`src/rtl/cpu_trace_pkg.sv`:
```
// Shared constants and types for the CPU-trace stream arbiter: line delimiters,
// checker format codes, error-bit positions, arbiter state and verdict tag.
package cpu_trace_pkg;

    localparam logic [7:0] CH_START = 8'h5E;  // '^'
    localparam logic [7:0] CH_END   = 8'h23;  // '#'
    localparam logic [7:0] CH_NUL   = 8'h00;

    localparam logic [1:0] FMT_NONE = 2'b00;
    localparam logic [1:0] FMT_REG  = 2'b01;
    localparam logic [1:0] FMT_MEM  = 2'b10;

    localparam int unsigned ERR_TIME_BIT = 0;
    localparam int unsigned ERR_PC_BIT   = 1;
    localparam int unsigned ERR_ADDR_BIT = 2;
    localparam int unsigned ERR_GRF_BIT  = 3;

    // Widest source ID supported (N_SRC up to 8)
    localparam int unsigned SRC_W_MAX = 3;

    typedef enum logic {
        ST_IDLE = 1'b0,
        ST_LOCK = 1'b1
    } arb_state_e;

    typedef struct packed {
        logic                 vld;
        logic                 abort;
        logic [SRC_W_MAX-1:0] src;
    } verdict_tag_t;

    // A malformed line carries no meaningful error code
    function automatic logic [3:0] gate_error(input logic [1:0] fmt, input logic [3:0] err);
        return (fmt == FMT_NONE) ? 4'h0 : err;
    endfunction

endpackage

```
`src/rtl/trace_stream_arbiter_if.sv`:
```
// Stream-source, checker and verdict signals of the trace stream arbiter.
// master = environment (sources + checker), slave = arbiter.
interface trace_stream_arbiter_if #(
    parameter int unsigned N_SRC = 4,
    parameter int unsigned SRC_W = $clog2(N_SRC)
);
    logic [N_SRC-1:0]   src_valid;
    logic [8*N_SRC-1:0] src_char;
    logic [N_SRC-1:0]   src_ready;
    logic [7:0]         chk_char;
    logic [1:0]         chk_format;
    logic [3:0]         chk_error;
    logic               res_valid;
    logic [SRC_W-1:0]   res_src;
    logic [1:0]         res_type;
    logic [3:0]         res_error;
    logic               res_abort;
    logic               busy;

    modport master (
        output src_valid, src_char, chk_format, chk_error,
        input  src_ready, chk_char, res_valid, res_src, res_type, res_error, res_abort, busy
    );

    modport slave (
        input  src_valid, src_char, chk_format, chk_error,
        output src_ready, chk_char, res_valid, res_src, res_type, res_error, res_abort, busy
    );
endinterface

```
`src/rtl/rr_arbiter.sv`:
```
// Combinational N-way round-robin arbiter: the first requester at or after
// i_ptr (wrapping) wins. The pointer itself is kept by the parent.
module rr_arbiter #(
    parameter int unsigned N     = 4,
    parameter int unsigned IDX_W = $clog2(N)
) (
    input  logic [N-1:0]     i_req,
    input  logic [IDX_W-1:0] i_ptr,
    output logic [N-1:0]     o_gnt_c,
    output logic [IDX_W-1:0] o_gnt_idx_c,
    output logic             o_gnt_vld_c
);

    always_comb begin : p_rr
        int unsigned idx;
        o_gnt_c     = '0;
        o_gnt_idx_c = '0;
        o_gnt_vld_c = 1'b0;
        idx         = 0;
        for (int unsigned k = 0; k < N; k++) begin
            idx = 32'(i_ptr) + k;
            if (idx >= N) begin
                idx = idx - N;
            end
            if (!o_gnt_vld_c && i_req[IDX_W'(idx)]) begin
                o_gnt_vld_c              = 1'b1;
                o_gnt_c[IDX_W'(idx)]     = 1'b1;
                o_gnt_idx_c              = IDX_W'(idx);
            end
        end
    end

endmodule

```
`src/rtl/trace_stream_arbiter.sv`:
```
// Line-granular arbiter sharing one trace line checker between N_SRC character
// streams; returns each checker verdict tagged with its source ID.
module trace_stream_arbiter
    import cpu_trace_pkg::*;
#(
    parameter int unsigned N_SRC    = 4,
    parameter int unsigned MAX_LINE = 64,
    parameter int unsigned SRC_W    = $clog2(N_SRC)
) (
    input  logic                   clk,
    input  logic                   reset,
    trace_stream_arbiter_if.slave  bus
);

    localparam int unsigned CNT_W = $clog2(MAX_LINE + 1);

    arb_state_e       r_state, w_state_nxt;
    logic [SRC_W-1:0] r_owner, w_owner_nxt;
    logic [SRC_W-1:0] r_ptr,   w_ptr_nxt;
    logic [CNT_W-1:0] r_cnt,   w_cnt_nxt;
    logic [7:0]       r_chk_char, w_chk_char_nxt;
    verdict_tag_t     r_tag1, r_tag2, w_tag_push;

    logic             r_res_valid;
    logic [SRC_W-1:0] r_res_src;
    logic [1:0]       r_res_type;
    logic [3:0]       r_res_error;
    logic             r_res_abort;

    logic [7:0]       w_char [N_SRC];
    logic [N_SRC-1:0] w_cand;
    logic [N_SRC-1:0] w_gnt;
    logic [SRC_W-1:0] w_gnt_idx;
    logic             w_gnt_vld;
    logic [N_SRC-1:0] w_ready;
    logic             w_own_valid;
    logic [7:0]       w_own_char;

    // Unpack per-source chars; a source competes only when presenting '^'
    for (genvar gi = 0; gi < N_SRC; gi++) begin : g_src
        assign w_char[gi] = bus.src_char[8*gi +: 8];
        assign w_cand[gi] = bus.src_valid[gi] && (bus.src_char[8*gi +: 8] == CH_START);
    end

    assign w_own_valid = bus.src_valid[r_owner];
    assign w_own_char  = w_char[r_owner];

    rr_arbiter #(
        .N     (N_SRC),
        .IDX_W (SRC_W)
    ) u_rr (
        .i_req       (w_cand),
        .i_ptr       (r_ptr),
        .o_gnt_c     (w_gnt),
        .o_gnt_idx_c (w_gnt_idx),
        .o_gnt_vld_c (w_gnt_vld)
    );

    always_ff @(posedge clk) begin
        if (reset) begin
            r_state    <= ST_IDLE;
            r_owner    <= '0;
            r_ptr      <= '0;
            r_cnt      <= '0;
            r_chk_char <= CH_NUL;
        end else begin
            r_state    <= w_state_nxt;
            r_owner    <= w_owner_nxt;
            r_ptr      <= w_ptr_nxt;
            r_cnt      <= w_cnt_nxt;
            r_chk_char <= w_chk_char_nxt;
        end
    end

    always_comb begin
        w_state_nxt    = r_state;
        w_owner_nxt    = r_owner;
        w_ptr_nxt      = r_ptr;
        w_cnt_nxt      = r_cnt;
        w_chk_char_nxt = CH_NUL;
        w_ready        = '0;
        w_tag_push     = '0;

        unique case (r_state)
            ST_IDLE: begin
                // Non-'^' chars are resync-dropped; losing '^' candidates are held
                w_ready = (bus.src_valid & ~w_cand) | w_gnt;
                if (w_gnt_vld) begin
                    w_chk_char_nxt = w_char[w_gnt_idx];
                    w_owner_nxt    = w_gnt_idx;
                    w_ptr_nxt      = (32'(w_gnt_idx) == N_SRC - 1) ? '0 : w_gnt_idx + SRC_W'(1);
                    w_cnt_nxt      = CNT_W'(1);
                    w_state_nxt    = ST_LOCK;
                end
            end

            ST_LOCK: begin
                if (w_own_valid) begin
                    w_ready[r_owner] = 1'b1;
                    w_chk_char_nxt   = w_own_char;
                    if (w_own_char == CH_END) begin
                        w_state_nxt = ST_IDLE;
                        w_tag_push  = '{vld: 1'b1, abort: 1'b0, src: SRC_W_MAX'(r_owner)};
                    end else if (w_own_char == CH_START) begin
                        w_cnt_nxt = CNT_W'(1);
                    end else if (r_cnt == CNT_W'(MAX_LINE - 1)) begin
                        // Line overran MAX_LINE: this char still goes out, then abort
                        w_state_nxt = ST_IDLE;
                        w_tag_push  = '{vld: 1'b1, abort: 1'b1, src: SRC_W_MAX'(r_owner)};
                    end else begin
                        w_cnt_nxt = r_cnt + CNT_W'(1);
                    end
                end else begin
                    w_state_nxt = ST_IDLE;
                    w_tag_push  = '{vld: 1'b1, abort: 1'b1, src: SRC_W_MAX'(r_owner)};
                end
            end

            default: begin
                w_state_nxt = ST_IDLE;
            end
        endcase
    end

    // Tag pipeline: tag reaches stage 2 when the checker shows that line's verdict
    always_ff @(posedge clk) begin
        if (reset) begin
            r_tag1 <= '0;
            r_tag2 <= '0;
        end else begin
            r_tag1 <= w_tag_push;
            r_tag2 <= r_tag1;
        end
    end

    always_ff @(posedge clk) begin
        if (reset) begin
            r_res_valid <= 1'b0;
            r_res_src   <= '0;
            r_res_type  <= FMT_NONE;
            r_res_error <= 4'h0;
            r_res_abort <= 1'b0;
        end else begin
            r_res_valid <= r_tag2.vld;
            r_res_src   <= r_tag2.vld ? SRC_W'(r_tag2.src) : '0;
            r_res_abort <= r_tag2.vld && r_tag2.abort;
            if (r_tag2.vld && !r_tag2.abort) begin
                r_res_type  <= bus.chk_format;
                r_res_error <= gate_error(bus.chk_format, bus.chk_error);
            end else begin
                r_res_type  <= FMT_NONE;
                r_res_error <= 4'h0;
            end
        end
    end

    assign bus.src_ready = reset ? '0 : w_ready;
    assign bus.chk_char  = r_chk_char;
    assign bus.busy      = (r_state == ST_LOCK);
    assign bus.res_valid = r_res_valid;
    assign bus.res_src   = r_res_src;
    assign bus.res_type  = r_res_type;
    assign bus.res_error = r_res_error;
    assign bus.res_abort = r_res_abort;

    a_gnt_onehot: assert property (@(posedge clk) disable iff (reset) $onehot0(w_gnt));
    a_lock_single: assert property (@(posedge clk) disable iff (reset)
        (r_state == ST_LOCK) |-> $onehot0(bus.src_ready));
    a_owner_range: assert property (@(posedge clk) disable iff (reset)
        32'(r_owner) < N_SRC);

endmodule

```
`src/flat_wrapper.sv`:
```
// flat-port wrapper written by rule: the top's interface ports become plain ports
module trace_stream_arbiter_flat import cpu_trace_pkg::*;
#(
    parameter int unsigned N_SRC    = 4,
    parameter int unsigned MAX_LINE = 64,
    parameter int unsigned SRC_W    = $clog2(N_SRC)
)
  (clk, reset, bus_src_valid, bus_src_char, bus_chk_format, bus_chk_error, bus_src_ready, bus_chk_char, bus_res_valid, bus_res_src, bus_res_type, bus_res_error, bus_res_abort, bus_busy);
  trace_stream_arbiter_if #(.N_SRC(N_SRC), .SRC_W(SRC_W)) bus_i ();
  input  logic clk;
  input  logic reset;
  input wire logic [$bits(bus_i.src_valid)-1:0] bus_src_valid;
  input wire logic [$bits(bus_i.src_char)-1:0] bus_src_char;
  input wire logic [$bits(bus_i.chk_format)-1:0] bus_chk_format;
  input wire logic [$bits(bus_i.chk_error)-1:0] bus_chk_error;
  output wire logic [$bits(bus_i.src_ready)-1:0] bus_src_ready;
  output wire logic [$bits(bus_i.chk_char)-1:0] bus_chk_char;
  output wire logic [$bits(bus_i.res_valid)-1:0] bus_res_valid;
  output wire logic [$bits(bus_i.res_src)-1:0] bus_res_src;
  output wire logic [$bits(bus_i.res_type)-1:0] bus_res_type;
  output wire logic [$bits(bus_i.res_error)-1:0] bus_res_error;
  output wire logic [$bits(bus_i.res_abort)-1:0] bus_res_abort;
  output wire logic [$bits(bus_i.busy)-1:0] bus_busy;
  assign bus_i.src_valid = bus_src_valid;
  assign bus_i.src_char = bus_src_char;
  assign bus_i.chk_format = bus_chk_format;
  assign bus_i.chk_error = bus_chk_error;
  assign bus_src_ready = bus_i.src_ready;
  assign bus_chk_char = bus_i.chk_char;
  assign bus_res_valid = bus_i.res_valid;
  assign bus_res_src = bus_i.res_src;
  assign bus_res_type = bus_i.res_type;
  assign bus_res_error = bus_i.res_error;
  assign bus_res_abort = bus_i.res_abort;
  assign bus_busy = bus_i.busy;
  trace_stream_arbiter #(.N_SRC(N_SRC), .MAX_LINE(MAX_LINE), .SRC_W(SRC_W)) u_core (.clk(clk), .reset(reset), .bus(bus_i));
endmodule
```
`config.mk`:
```
export PLATFORM = sky130hd
export DESIGN_NAME = trace_stream_arbiter_flat
export DESIGN_NICKNAME = d
export VERILOG_FILES = /design/src/rtl/cpu_trace_pkg.sv /design/src/rtl/trace_stream_arbiter_if.sv /design/src/rtl/rr_arbiter.sv /design/src/rtl/trace_stream_arbiter.sv /design/src/flat_wrapper.sv
export SDC_FILE = /design/constraint.sdc
export NUM_CORES = 1
export LEC_CHECK = 0
export ABC_CLOCK_PERIOD_IN_PS = 4000
export CAP_MARGIN = 0
export CORE_UTILIZATION = 49
export CTS_CLUSTER_SIZE = 16
export DETAILED_ROUTE_END_ITERATION = 12
export MAX_ROUTING_LAYER = met4
export PLACE_DENSITY = 0.91
export SYNTH_ARGS = -nofsm -noshare
export SYNTH_HDL_FRONTEND = slang
export SYNTH_HIERARCHICAL = 1
export SYNTH_SLANG_ARGS = --single-unit
export TNS_END_PERCENT = 1
```
`constraint.sdc`:
```
create_clock -name clk -period 4 [get_ports clk]
set_input_delay 0.4 -clock clk [delete_from_list [all_inputs] [get_ports clk]]
set_output_delay 0.4 -clock clk [all_outputs]
set_load 0.01 [all_outputs]
```
==> results.rst, run 1 <==
.. list-table::
   :header-rows: 1

   * - Metric
     - Value
   * - Number of cells on the worst hold path
     - 1
   * - Setup CP Type
     - in2out
   * - Peak VDD IR
     - around 0.16 mV
   * - Remaining number of nets flagged by the antenna check after routing
     - 0
   * - Initial cell density of the core
     - between 50 and 60%
   * - Most used flip-flop cell after synthesis
     - dfxtp_1
   * - Top-level port count
     - 67
   * - Fin crit share
     - between 90% and 100%
   * - Synthesized Nets
     - 298
   * - Cell area after layout
     - about 3300 µm²
   * - Reg2Reg Launch Point
     - u_core/r_ptr[1]
   * - Synth warn
     - 6
   * - Outcome
     - completed
   * - Rows
     - 25
   * - Unique cell type count in the Yosys netlist
     - around 50
   * - Headroom to the max-slew limit
     - 47.6%
   * - Mean instance size in the synthesized netlist
     - slightly above 10 µm²
   * - Worst setup slack for register-to-register paths
     - approximately 840 ps
   * - Die ar.
     - approximately 5400 µm²
   * - Async set-or-reset flop fraction in the synthesized netlist
     - 0%
   * - Count of unresolved DRC violations after routing
     - 0
   * - Total grt overflow
     - 0
   * - TritonCTS clock tree
     - done
   * - Total setup violations reported at the end of the flow
     - 0
   * - Floorplan Core Area
     - 4820 µm²
   * - Routed WL per cell
     - roughly 18 µm
   * - Worst Tran Pin Value
     - slightly below 800 ps
   * - DRT Pass-1 Iters
     - 4
   * - Cell count after synthesis
     - ~250
   * - Leading post-synthesis cells by cell area
     - dfxtp_1 (31%), mux4_2 (15%), a22oi_1 (4.8%)
   * - Final net count
     - approximately 370
   * - Maximum number of pins on one net before global-route repair
     - 37
   * - Portion of synthesized cell area occupied by the leading cell type
     - between 30 and 40%
   * - Clock latency on the worst-skew pair
     - approximately 290 ps
   * - Sequential fraction of the synthesis area
     - 30.6%
   * - Mapped Area
     - around 2500 µm²
   * - Root Buffer Master
     - clkbuf_8
   * - Via density
     - roughly 6.2
   * - Clock period minus final worst setup slack
     - just under 4000 ps
   * - Antenna diode count
     - 0
   * - First-pass GRT wire length
     - roughly 10000 µm
   * - Nature of the critical path startpoint
     - input port
   * - Final hold violation count
     - 0
   * - Number of DRC markers in iteration 0
     - between 200 and 250
   * - Maximum fanout encountered on the critical timing path
     - 8
   * - Via count of the first global-routing pass
     - 2162
   * - WL final
     - roughly 6900 µm
   * - Reg-to-Reg End
     - u_core/bus.chk_char[2]
   * - Inserted Clock Buffers
     - 5
   * - Vias after detailed routing
     - between 2000 and 2500
   * - Worst Path Required
     - between 3000 and 4000 ps
   * - Global placer's final weighted congestion
     - roughly 0.93
   * - Signal arrival time at the worst endpoint
     - about 3400 ps
   * - Setup skew after layout
     - about 8 ps
   * - Synth Register Bits
     - 38
   * - PortBufs
     - 66
   * - Number of clock sinks
     - 38
   * - Chip height
     - about 73 µm
   * - Start point of the worst hold path
     - u_core/r_tag2[0]
   * - Fraction of met2 tracks used by global routing
     - between 40% and 50%
   * - Worst Reg-to-Reg Cells
     - 11
   * - Fraction of met3 tracks used by global routing
     - 5.49%
   * - Number of flops mapped to enable cells by yosys
     - 0
   * - Reported leakage power
     - about 1.1 nW
   * - Clk buf depth
     - 2
   * - Clk slew on worst S/H paths
     - 70 ps
   * - Library cell with the highest instance count after synthesis
     - dfxtp_1
   * - P per Cell Area
     - approximately 230 nW/µm²
   * - Chip Width
     - approximately 73 µm
   * - Layout cells sized above 1
     - 15.5%
   * - End of the worst hold path
     - u_core/bus.res_src[0]
   * - Critical path capture point type
     - primary output
   * - Maximum operating frequency
     - 260 MHz
   * - Number of pins with negative max-slew slack in the final report
     - 0
   * - Initial antenna violation count
     - 0
   * - Most area-hungry cell type in the Yosys netlist
     - dfxtp_1
   * - Met1 track demand over resource
     - 30.7%
   * - Area of placed instances
     - 3200 µm²
   * - Commonest cells in the synthesized netlist
     - dfxtp_1 (38), nor2_1 (21), mux4_2 (17)
   * - Global-route usage over all layers
     - a little over a quarter
   * - Max-cap violations
     - 0
   * - Relative area change from synthesis to final layout
     - 33.9%
   * - Estimated wirelength of the detail-placed design
     - a little under 5000 µm
   * - Worst min-delay path category
     - reg2reg
   * - Most Used Layer, Global Route
     - met2
   * - Total power
     - 0.750 mW
   * - H-tree depth reported by CTS
     - 2
==> worst max-delay path, stage by stage <==
cell	delay (ps)
clkdlybuf4s50_1	520
nand2b_1	180
nor4_2	70
and2_1	200
mux4_2	570
nor4b_4	420
a22oi_1	120
o21ai_0	100
nor2b_1	150
a21oi_1	50
nor2_1	100
clkdlybuf4s50_1	540
==> flip-flops by register name (all words and copies together) (netlist names), 4 cells and up <==
signal                count
u_core/bus.chk_char       8
u_core/r_cnt              7
u_core/r_tag1             4
u_core/bus.res_error      4
u_core/r_tag2             4
==> report_power, final <==
part	switching, mW	internal [mW]
registers	0.000536	0.379
clock network	0.132	0.138
logic	0.0377	0.0635
==> timing repair <==
action                                  in CTS  in global routing
gates resized for setup                      0                  3
endpoints found under the setup margin       0                  2
endpoints found under the hold margin        0                  0
hold buffers                                 0                  0
buffers inserted                             0                  4
==> final cells by class <==
type	instances	area, µm²
multi-input combinational	190	1640
fill	363	1480
sequential	38	761
timing repair buffer	77	743
tap	67	83.8
clock buffer	6	82.6
inverter	4	15.0
clock inverter	2	12.5
==> metal layers <==
layer,wire [µm],up-vias,share of wire [%]
met5,0,-,0
met4,53,0,0.77
met3,586,10,8.5
met2,3600,138,52
met1,2660,1143,39
li1,-,1081,-
==> cell usage in the layout, fill, tap and decap left out, types with 2 or more instances in the layout <==
cell,netlist,final
nor3_1,4,4
mux4_1,4,3
nand4b_1,3,3
o21ai_1,5,5
nand4_1,3,3
o21ai_0,8,8
nor3b_1,4,4
and2_1,9,9
mux4_2,17,18
nand3_1,2,2
nand2b_1,14,14
ha_1,7,7
a22oi_1,16,16
nor4_1,4,3
o211ai_1,6,6
clkbuf_8,0,6
dfxtp_1,38,38
nor2_1,21,21
clkdlybuf4s50_1,0,66
a21oi_1,11,11
inv_1,4,4
mux2i_1,2,2
buf_4,0,11
nand2_1,10,10
nand3b_1,2,2
nor2b_1,16,16
==> through the flow <==
stage               setup slack (ps)  utilization (%)  hold slack (ps)  setup TNS [ps]  cells
finish                           160             69.2              430               0    384
global route                   -6.25             69.2              438           -6.25    384
CTS                              196             68.4              431               0    380
detailed placement               206             66.4              416               0    372
global placement                 283             66.4              409               0    372
floorplan                        787                -              406               0    247
==> cell families after synthesis <==
group / share of synthesized area [%]
adders and majority gates: 3.52
AOI/OAI and AO/OA: 15.6
buffers and inverters: 4.27
and+or+nand+nor: 25.2
DFF: 30.6
muxes: 20.9
==> worst max path at each step <==
stage	startpoint	end	slack, ps	cells past startpoint
floorplan	bus_src_char[27]	u_core/bus.chk_char[0]	790	9
detailed placement	bus_src_char[23]	bus_src_ready[0]	210	12
CTS	bus_src_char[23]	bus_src_ready[0]	200	12
global placement	bus_src_char[5]	bus_src_ready[0]	280	12
global route	bus_src_char[5]	bus_src_ready[0]	-6	12
finish	bus_src_char[5]	bus_src_ready[1]	160	12
Power figures use the tool's default switching activity.
==> run 2, diff against run 1 <==
--- a/config.mk
+++ b/config.mk
@@ -8,6 +8,7 @@
 export ABC_CLOCK_PERIOD_IN_PS = 4000
 export CAP_MARGIN = 0
 export CORE_UTILIZATION = 49
+export CTS_CLUSTER_DIAMETER = 150
 export CTS_CLUSTER_SIZE = 16
 export DETAILED_ROUTE_END_ITERATION = 12
 export MAX_ROUTING_LAYER = met4
==> results of run 2 <==
Same layout as run 1: the final DEF is identical, and so are final timing and power.
